File: config.mk
export PLATFORM = sky130hd
export DESIGN_NAME = aes_block_sequencer
export DESIGN_NICKNAME = d
export VERILOG_FILES = /design/src/rtl/aes_block_sequencer.sv
export SDC_FILE = /design/constraint.sdc
export NUM_CORES = 1
export LEC_CHECK = 0
export ABC_AREA = 1
export CAP_MARGIN = 20
export CELL_PAD_IN_SITES_DETAIL_PLACEMENT = 1
export CELL_PAD_IN_SITES_GLOBAL_PLACEMENT = 1
export CORE_AREA = 2 2 453 455
export CTS_CLUSTER_DIAMETER = 60
export CTS_CLUSTER_SIZE = 10
export DETAILED_ROUTE_END_ITERATION = 12
export DIE_AREA = 0 0 455 457
export HOLD_SLACK_MARGIN = 0.15
export PLACE_DENSITY_LB_ADDON = 0.08
export SYNTH_ARGS = -nofsm -noshare
export SYNTH_HDL_FRONTEND = slang
export SYNTH_SLANG_ARGS = --single-unit
File: constraint.sdc
create_clock -name clk -period 1.6 [get_ports clk]
set_input_delay 0.32 -clock clk [delete_from_list [all_inputs] [get_ports clk]]
set_output_delay 0.32 -clock clk [all_outputs]
set_load 0.005 [all_outputs]
File: src/rtl/aes_block_sequencer.sv
// rtl/aes_block_sequencer.sv - splits a message into cipher blocks and runs them through one core
// Optional CBC chaining is built only when AES_SEQ_CBC_EN is defined.
module aes_block_sequencer #(
  parameter int NUM_BLK = 2,
  parameter int BLK_W   = 128,
  parameter int KEY_W   = 128
) (
  input  logic                     clk,
  input  logic                     rst_n,
  input  logic                     req_valid,
  output logic                     req_ready,
  input  logic                     req_dec,
  input  logic                     req_cbc,
  input  logic [KEY_W-1:0]         req_key,
  input  logic [BLK_W-1:0]         req_iv,
  input  logic [NUM_BLK*BLK_W-1:0] req_text,
  output logic                     core_valid,
  input  logic                     core_ready,
  output logic                     core_dec,
  output logic [KEY_W-1:0]         core_key,
  output logic [BLK_W-1:0]         core_din,
  input  logic                     core_rsp_valid,
  input  logic [BLK_W-1:0]         core_dout,
  output logic                     rsp_valid,
  input  logic                     rsp_ready,
  output logic [NUM_BLK*BLK_W-1:0] rsp_data,
  output logic                     busy
);

  localparam int IDX_W = (NUM_BLK > 1) ? $clog2(NUM_BLK) : 1;
  localparam int MSG_W = NUM_BLK * BLK_W;

  typedef enum logic [1:0] {IDLE, ISSUE, WAIT, DONE} state_t;

  state_t             state_q, state_d;
  logic [IDX_W-1:0]   idx_q;
  logic               dec_q;
  logic [KEY_W-1:0]   key_q;
  logic [MSG_W-1:0]   text_q;
  logic [BLK_W-1:0]   blk_in;
  logic [BLK_W-1:0]   result;
  logic               last_blk;
  logic               accept;
  logic               blk_done;

  // Block 0 sits in the most significant slice of the message.
  assign blk_in   = text_q[(NUM_BLK - 1 - int'(idx_q)) * BLK_W +: BLK_W];
  assign last_blk = (idx_q == IDX_W'(NUM_BLK - 1));
  assign accept   = (state_q == IDLE) && req_valid;
  assign blk_done = (state_q == WAIT) && core_rsp_valid;
  assign core_dec = dec_q;
  assign core_key = key_q;

`ifdef AES_SEQ_CBC_EN
  logic               cbc_q;
  logic [BLK_W-1:0]   prev_q;

  assign core_din = (cbc_q && !dec_q) ? (blk_in ^ prev_q) : blk_in;
  assign result   = (cbc_q && dec_q) ? (core_dout ^ prev_q) : core_dout;

  // prev always tracks the ciphertext of the block just completed.
  always_ff @(posedge clk or negedge rst_n) begin
    if (!rst_n) begin
      cbc_q  <= 1'b0;
      prev_q <= '0;
    end else if (accept) begin
      cbc_q  <= req_cbc;
      prev_q <= req_iv;
    end else if (blk_done) begin
      prev_q <= dec_q ? blk_in : core_dout;
    end
  end
`else
  logic unused_cbc;

  assign core_din   = blk_in;
  assign result     = core_dout;
  assign unused_cbc = ^{req_cbc, req_iv};
`endif

  always_ff @(posedge clk or negedge rst_n) begin
    if (!rst_n) begin
      state_q <= IDLE;
    end else begin
      state_q <= state_d;
    end
  end

  always_comb begin
    state_d    = state_q;
    req_ready  = 1'b0;
    core_valid = 1'b0;
    rsp_valid  = 1'b0;
    busy       = 1'b1;
    case (state_q)
      IDLE: begin
        req_ready = rst_n;
        busy      = 1'b0;
        if (req_valid) state_d = ISSUE;
      end
      ISSUE: begin
        core_valid = 1'b1;
        if (core_ready) state_d = WAIT;
      end
      WAIT: begin
        if (core_rsp_valid) state_d = last_blk ? DONE : ISSUE;
      end
      DONE: begin
        rsp_valid = 1'b1;
        if (rsp_ready) state_d = IDLE;
      end
      default: state_d = IDLE;
    endcase
  end

  always_ff @(posedge clk or negedge rst_n) begin
    if (!rst_n) begin
      idx_q    <= '0;
      dec_q    <= 1'b0;
      key_q    <= '0;
      text_q   <= '0;
      rsp_data <= '0;
    end else begin
      if (accept) begin
        idx_q  <= '0;
        dec_q  <= req_dec;
        key_q  <= req_key;
        text_q <= req_text;
      end
      if (blk_done) begin
        rsp_data[(NUM_BLK - 1 - int'(idx_q)) * BLK_W +: BLK_W] <= result;
        if (!last_blk) idx_q <= idx_q + IDX_W'(1);
      end
    end
  end

endmodule

Yosys cells after proc, flatten, opt, wreduce, memory -nomap -nowiden
Index checks and enable logic that the tools add are counted.
{"block": "totals", "ff_bits": 644, "output_inout_bits": 517, "wordCells": 37}
{"block": "classes", "add_sub_neg": 3, "eq_ne": 7, "n_shift": 3, "mux": 14, "n_reduce_logical": 4}
{"op": "bitwise mux 256 bit", "count": 1}
{"op": "variable shift 128 x 33 -> 256 bit, first input constant", "count": 1}
{"op": "variable part select 128 x 33 -> 256 bit", "count": 1}
{"op": "variable part select 256 x 9 -> 128 bit", "count": 1}
{"op": "negation 9 -> 33 bit", "count": 1}
{"op": "2-to-1 mux 2 bit", "count": 5}
{"op": "inequality test 2 bit, second input constant", "count": 4}
{"op": "one-hot mux 2 bit (4 select lines)", "count": 1}
{"op": "2-to-1 mux 1 bit", "count": 7}
{"op": "equality test 2 bit, second input constant", "count": 2}
{"op": "AND reduction 4 bit", "count": 1}
{"op": "equality test 2 x 1 -> 1 bit, second input constant", "count": 1}
{"op": "logical AND 1 bit", "count": 2}
{"op": "zero test 2 bit", "count": 1}
{"op": "subtractor 1 x 1 -> 2 bit, first input constant", "count": 1}
{"op": "adder 1 bit, second input constant", "count": 1}

Depth between registers and ports, before layout
Gate-level depths: netlist of run 1.
{"block": "depth", "depth_word": 5, "mapped_depth": 8, "mapped_depth_nobuf": 6}

Least setup slack after synthesis of run 1
Ideal clock, no wire load.
{"block": "synth_timing", "path_type": "register -> output", "start": "reg idx_q", "end": "out core_din[108]", "arrival_time_ns": 1.073, "t_required_ns": 1.280, "path_slack_ns": 0.207, "path_stages_with_launch": 7, "path_buffers": 3, "cell_sequence": "dfrtp_1 -> buf_2 -> inv_1 -> buf_2 -> buf_2 -> nand2_1 -> nand2_1"}
{"block": "synth_between", "elab_chain_len": 2}
{"item": "start, declared", "line_no": "36", "text": "logic [IDX_W-1:0] idx_q;"}
{"item": "start signal, assigned", "line_no": "132", "text": "if (!last_blk) idx_q <= idx_q + IDX_W'(1);"}
{"item": "subtractor 1 x 1 -> 2 bit", "line_no": "47", "text": "assign blk_in = text_q[(NUM_BLK - 1 - int'(idx_q)) * BLK_W +: BLK_W];"}
{"item": "variable part select 256 x 9 -> 128 bit", "line_no": "47"}
{"item": "end, declared", "line_no": "21", "text": "output logic [BLK_W-1:0] core_din,"}
Every way passes these cells.

Worst setup path after layout of run 1
{"block": "layout_timing", "start": "reg idx_q", "end": "out core_din[82]"}
Same word-level chain as after synthesis.

==> run metrics, run 1 <==
run status=complete, but fails checks; failing checks=negative setup slack; sequential area share after synthesis=60.86%; routed via count=around 28000; Hold Vio Cnt, Final=0; Crit Path Class=reg -> out; WP data required=about 1.3 ns; GRT Overall Usage=~16%; Worst Skew=0.03703 ns; fin. max-slew vios=0; area added between synthesis and finish=100.8%; most frequent cells after synthesis=nand2_1, dfrtp_1, nand3_1, o21ai_1, buf_2; clk_lat worst skew=about 0.74 ns; CP startpoint=idx_q$_DFF_PN0_; fmax=approximately 400 MHz; Synth Flop Type=dfrtp_1; Tcrit/Tclk final=156.8%; WP depth=9; Num CTS Buffers=between 100 and 150; Min-Delay Path Class=in -> reg; first-pass GRT wire length=between 200000 and 250000 µm; initial antenna violation count=70; Die H=roughly 460 µm; hold slack=around 0.24 ns; IO buf count=about 1000; Critical path destination=core_din[82]; final worst slack=-0.9094 ns; EDFF count, synth=0; vias in the first global route=between 30000 and 40000; post-synth cell types=19; Critical Path Sink Type=primary output; cells after synthesis=between 3000 and 4000; Top Family by Delay on Critical Path=buffers and inverters; Slew headroom=50.74%; flop-to-flop setup slack=-0.64 ns; peak supply drop=just over 800 µV; largest cells by area after synthesis=dfrtp_1, nand2_1, nand3_1; most used cell, CP=buf_12; clock buffer depth=3; routed vias/inst=around 3.7; largest net degree at the start of global routing=94; type of origin of the critical path=flop; fin util=26.15%; Synth top area share=about three fifths; post-synth top area cell=dfrtp_1; CP peak stage delay=roughly 0.5 ns; Bufs and invs on worst path=7; Die Width=455 µm; Initial Utilization=a little over an eighth; dpl hpwl=around 120000 µm; io pins=about 1200; Routed WL=around 170000 µm; final RePlAce weighted congestion=roughly 0.77; Final ANT Viol Nets=0; power density cells=~1900 nW/µm²; Nets=5408; Ys Warns=0; R2R Path End=rsp_data[247]$_DFFE_PN0P_; Core Footprint=203300 µm²; Post-Syn Area per Cell=8.620 µm²; setup tns final=-327.78 ns; DRC Markers=0; Filler Cells Inserted=around 23000; CTS tree=yes; post-DR wirelength/cell=~23 µm; RR Startpoint=idx_q$_DFF_PN0_; measured slew at the worst slew-check pin=about 0.74 ns; post-route minimum period=2.509 ns; register area=16120 µm²; multi-input logic area=10060 µm²; MaxCap Viol Count=0; Num Clock Sinks=between 600 and 700; First-pass DRT Iterations=5; GRT overflow=0; fraction of registers with async set/reset=between 90% and 100%; Site Rows=roughly 170; # setup viols final=between 700 and 800; most common cell in the netlist=nand2_1; htree depth=3; Synth Cell Area=between 20000 and 30000 µm²; DIE AREA=around 210000 µm²; drt first-iter violations=~1100; unrepaired setup endpoints after global routing=yes; slowest CP cell=dfrtp_4; Yosys reg bits=~640; reg2reg path depth=13; critical path data arrival time=around 2.2 ns; critical path, cell by cell=buf_12 -> inv_16 -> buf_12 -> buf_12 -> buf_16 -> buf_12 -> nand2_4 -> nand2_4 -> buf_6; CTS clock-pin slew for the worst setup and hold paths=about 0.050 ns; crit-path max FO=5; Root Buffer=clkbuf_16; share of cells above drive strength 1=about a fifth; cell leakage power=between 20 and 25 nW; Mapped Nets=around 3700
per-stage QoR:
stage | setup WS, ns | instance area [µm²] | power [W] | cells
finish | -0.9094 | 53180 | 0.1018 | 7575
global route | -1.037 | 53160 | 0.1089 | 7567
CTS | -1.043 | 51440 | 0.1017 | 7510
detailed placement | -0.5327 | 40860 | 0.06890 | 6720
global placement | -0.5255 | 40860 | 0.06894 | 6720
floorplan | 0.2067 | 26480 | 0.04149 | 3072
area by class of cell:
type | count | area share (%)
tap | 2688 | 6.324
clock inverter | 65 | 1.525
timing repair inverter | 2 | 0.08705
clock buffer | 145 | 5.924
multi-input combinational | 2075 | 18.92
timing repair buffer | 1786 | 35.75
sequential | 644 | 30.31
inverter | 139 | 1.016
antenna | 31 | 0.1459
cell usage in the layout, fill, tap and decap left out, types with 74 or more instances in the layout:
cell             synthesis  routed
nand2_1               1423    1155
clkdlybuf4s50_1          0     899
dfrtp_1                644     641
dlygate4sd3_1            0     463
nand3_1                387     387
nand2_2                  1     172
o21ai_1                178     155
inv_1                  138     135
clkbuf_16                0     134
buf_2                  142      99
nand2_4                  0      94
buf_12                   0      88
buf_4                   25      88
buf_6                   15      74
kinds of logic after synthesis:
kind of cell / Yosys count / share of synthesized area (%)
AND/OR/NAND/NOR: 1818 / 27.82
AO/OA/AOI/OAI: 257 / 4.857
buffers and inverters: 353 / 6.468
flip-flops: 644 / 60.86
power breakdown:
part           internal [W]  switching, W
Sequential           0.0241       0.00652
Clock                0.0164       0.00959
Combinational        0.0234        0.0217
how the worst min path moves through the flow:
stage / start / end / slack, ns / cells past startpoint
global route: req_key[111] / core_key[111]$_DFFE_PN0N_ / 0.18 / 3
floorplan: rst_n / core_dec$_DFFE_PN0N_ / 0.02 / 0
detailed placement: rst_n / text_q[8]$_DFFE_PN0N_ / 0.44 / 3
global placement: rst_n / text_q[8]$_DFFE_PN0N_ / 0.44 / 3
finish: req_text[7] / text_q[7]$_DFFE_PN0N_ / 0.24 / 3
CTS: req_text[6] / text_q[6]$_DFFE_PN0N_ / 0.15 / 3
worst reg2reg max path, delay by kind of cell, from the launching register on:
family                 cells  cell delay (ns)
buffers and inverters     10             1.40
AO/OA/AOI/OAI              1             0.05
flip-flops                 1             0.51
AND/OR/NAND/NOR            2             0.19
sequential cells by signal, indices dropped and copies added (netlist names):
name	cells
rsp_data	256
text_q	256
core_key	128
state_q	2
core_dec	1
idx_q	1
per-layer routing:
metal  vias to the layer above  GRT usage, %  routed length (µm)
met5                         -             0                 297
met4                        50         3.423                3508
met3                       235         5.296               12180
met2                       803         27.96               85810
met1                     13505         18.21               69580
li1                      13161             -                   -
timing repair:
item / CTS / global route
cloned: 23 / 26
resized for setup: 829 / 367
hold endpoints to repair: 855 / 0
hold buffers: 463 / 0
buffers inserted: 97 / 24
endpoints found under the setup margin: 1017 / 1105
pin swaps: 43 / 18
Note: power is estimated with default switching activity, not from simulation.
==> run 2: changes to the inputs <==
- SKIP_CTS_REPAIR_TIMING: unset -> 1
==> run 2 against run 1 <==
  * The run still ends with negative setup slack left
  * Via count is 4.5% lower
  * Die area stayed put
  * Utilization is 2.3 points lower
  * Fmax is 6.9% lower
  * Sequential cell count stayed put
  * Routed wire length is 6.3% lower
  * Clock power hardly changed
  * Critical path depth is 4 lower
  * Clock-buffer cell count stayed put
  * Non-clock buffer count is 240 lower
  * Global-route usage is 0.77 points lower
  * Combinational power is 16% lower
  * Highest routed layer unchanged
==> run metrics, run 2 (synthesized netlist as in run 1, its figures left out) <==
DIE AREA=207900 µm² (unchanged); first-pass GRT wire length=221400 µm (-6.1%); clock buffer depth=3 (unchanged); drt first-iter violations=1078 (-2.4%); Initial Utilization=13.02% (unchanged); type of origin of the critical path=flop; most frequent cells in the layout=nand2_1, clkdlybuf4s50_1, dfrtp_1, nand3_1, dlygate4sd3_1; R2R Path End=rsp_data[164]$_DFFE_PN0P_; unrepaired setup endpoints after global routing=yes; measured slew at the worst slew-check pin=0.7611 ns (+0.02232 ns); Min-Delay Path Class=in -> reg; Final ANT Viol Nets=0 (unchanged); # setup viols final=700 (-12%); Routed WL=160700 µm (-6.3%); post-route minimum period=2.694 ns (+0.1851 ns); Hold Vio Cnt, Final=0 (unchanged); Slew headroom=49.26% (-1.5 points); WP depth=5 (-4); Root Buffer=clkbuf_16; Worst Skew=0.03578 ns (-0.001250 ns); final RePlAce weighted congestion=0.7677 (unchanged); flop-to-flop setup slack=-0.12 ns (+0.52 ns); Flop pwr share=31.8% (+1.7 points); Int Pwr=0.05948 W (-7.0%); power density cells=1925 nW/µm² (+0.58%); worst slack, placed=-0.5327 ns (unchanged); htree depth=3 (unchanged); WP data required=1.28 ns (about the same); Filler Cells Inserted=23514 (+1.0%); Num CTS Buffers=112 (unchanged); Critical Path Sink Type=primary output; Switching Fraction=36.39% (-0.79 points); commonest non-fill, non-tap cell in the layout=nand2_1; GRT overflow=0 (unchanged); run status=complete, but fails checks; routed vias/inst=3.617 (-1.3%); Nets=5166 (-4.5%); RR Startpoint=idx_q$_DFF_PN0_; GRT Overall Usage=15.01% (-0.77 points); critical path, cell by cell=buf_4 -> clkbuf_16 -> nand2_1 -> nand2_1 -> clkdlybuf4s50_1; clock share of power=27.7% (+2.1 points); critical path data arrival time=2.37 ns (+0.18 ns); MaxCap Viol Count=0 (unchanged); routed via count=26518 (-4.5%); IO buf count=1035 (unchanged); clk_lat worst skew=0.74 ns (about the same); Top Family by Delay on Critical Path=buffers and inverters; area added between synthesis and finish=83.48%; Die H=457 µm (unchanged); Comb power frac=40.5% (-3.9 points); peak supply drop=814.7 µV (-0.80%); failing checks=negative setup slack; reg2reg path depth=8 (-5); Die Width=455 µm (unchanged); Num Clock Sinks=644 (unchanged); Cell Area, Placed=40860 µm² (unchanged); io pins=1165 (unchanged); dpl hpwl=124300 µm (unchanged); share of cells above drive strength 1=8.561% (-11 points); post-DR wirelength/cell=21.92 µm (-3.1%); CTS clock-pin slew for the worst setup and hold paths=0.05 ns (about the same); Site Rows=166 (unchanged); cell leakage power=23.04 nW (-7.8%); largest net degree at the start of global routing=94 (unchanged); design area=48590 µm² (-8.6%); DRC Markers=0 (unchanged); vias in the first global route=27268 (-9.7%); final worst slack=-1.094 ns (-0.1851 ns); fin. max-slew vios=0 (unchanged); First-pass DRT Iterations=4 (-1); most used cell, CP=nand2_1; fin util=23.90% (-2.3 points); hold slack=0.1693 ns (-0.07003 ns); CP peak stage delay=0.51 ns (about the same); slowest CP cell=clkdlybuf4s50_1; Critical path destination=core_din[88]; fmax=371.1 MHz (-6.9%); CTS tree=yes; Tcrit/Tclk final=168.4% (+12 points); P_sw=0.03403 W (-10%); Bufs and invs on worst path=3 (-4); Core Footprint=203300 µm² (unchanged); initial antenna violation count=80 (+14%); crit-path max FO=18 (+13); Crit Path Class=reg -> out; CP startpoint=idx_q$_DFF_PN0_
-- run 2: changes by cell type in the layout (fill, tap and decap cells not counted), sizes merged --
cell / change
clkbuf: +11
clkinv: -1
buf: -247
dlygate4sd3: -97
diode: -2
bufbuf: -2
dlymetal6s2s: +29
inv: -1
clkdlybuf4s50: +66
-- run 2: routing by layer --
layer  wire length (µm)  GRT usage [%]  up-vias
li1                   -              -    12658
met2              79790          26.22      804
met5                462              0        -
met4               3366          3.495       68
met1              63160          16.10    12728
met3              13890          7.363      260
-- run 2: power by group through the flow --
stage	Sequential (W)	Combinational (W)	Clock [W]
floorplan	0.0282	0.0133	0
global placement	0.0304	0.0386	0
detailed placement	0.0302	0.0387	0
CTS	0.0301	0.0388	0.0271
global route	0.0308	0.0421	0.0276
finish	0.0297	0.0379	0.0259
-- run 2: worst register-to-register path: stages (launching register included) --
cell and delay (ns):
dfrtp_4 0.54, clkinv_8 0.15, buf_16 0.20, nand3_4 0.15
buf_4 0.18, buf_12 0.15, buf_4 0.15, nand2_1 0.05
o21ai_1 0.06
-- run 2: metrics by stage --
step | cells | power [W] | TNS, ns
after floorplan | 3072 | 0.04149 | 0
after global placement | 6720 | 0.06894 | -102.78
after detailed placement | 6720 | 0.06890 | -101.51
after CTS | 6930 | 0.09601 | -397.08
after global routing | 7322 | 0.1006 | -371.66
final | 7331 | 0.09351 | -250.38
-- run 2: cell type report --
cell class | count | area (µm²) | area share [%]
diodes | 29 | 72.57 | 0.1494
clock buffers | 145 | 3151 | 6.484
inverters | 139 | 536.8 | 1.105
flip-flops and latches | 644 | 16120 | 33.18
well taps | 2688 | 3363 | 6.922
multi-input cells | 2075 | 8690 | 17.88
repair buffers | 1546 | 15850 | 32.61
clock inverters | 65 | 810.8 | 1.669
-- run 2: worst min-delay path by stage --
stage                start                        to  slack (ns)  cells past startpoint
2_1_floorplan        rst_n      core_dec$_DFFE_PN0N_        0.02                      0
3_3_place_gp         rst_n     text_q[8]$_DFFE_PN0N_        0.44                      3
3_5_place_dp         rst_n     text_q[8]$_DFFE_PN0N_        0.44                      3
4_1_cts              rst_n   text_q[129]$_DFFE_PN0N_       -0.41                      3
5_1_grt        req_key[60]  core_key[60]$_DFFE_PN0N_        0.13                      3
6_report       req_key[87]  core_key[87]$_DFFE_PN0N_        0.17                      3
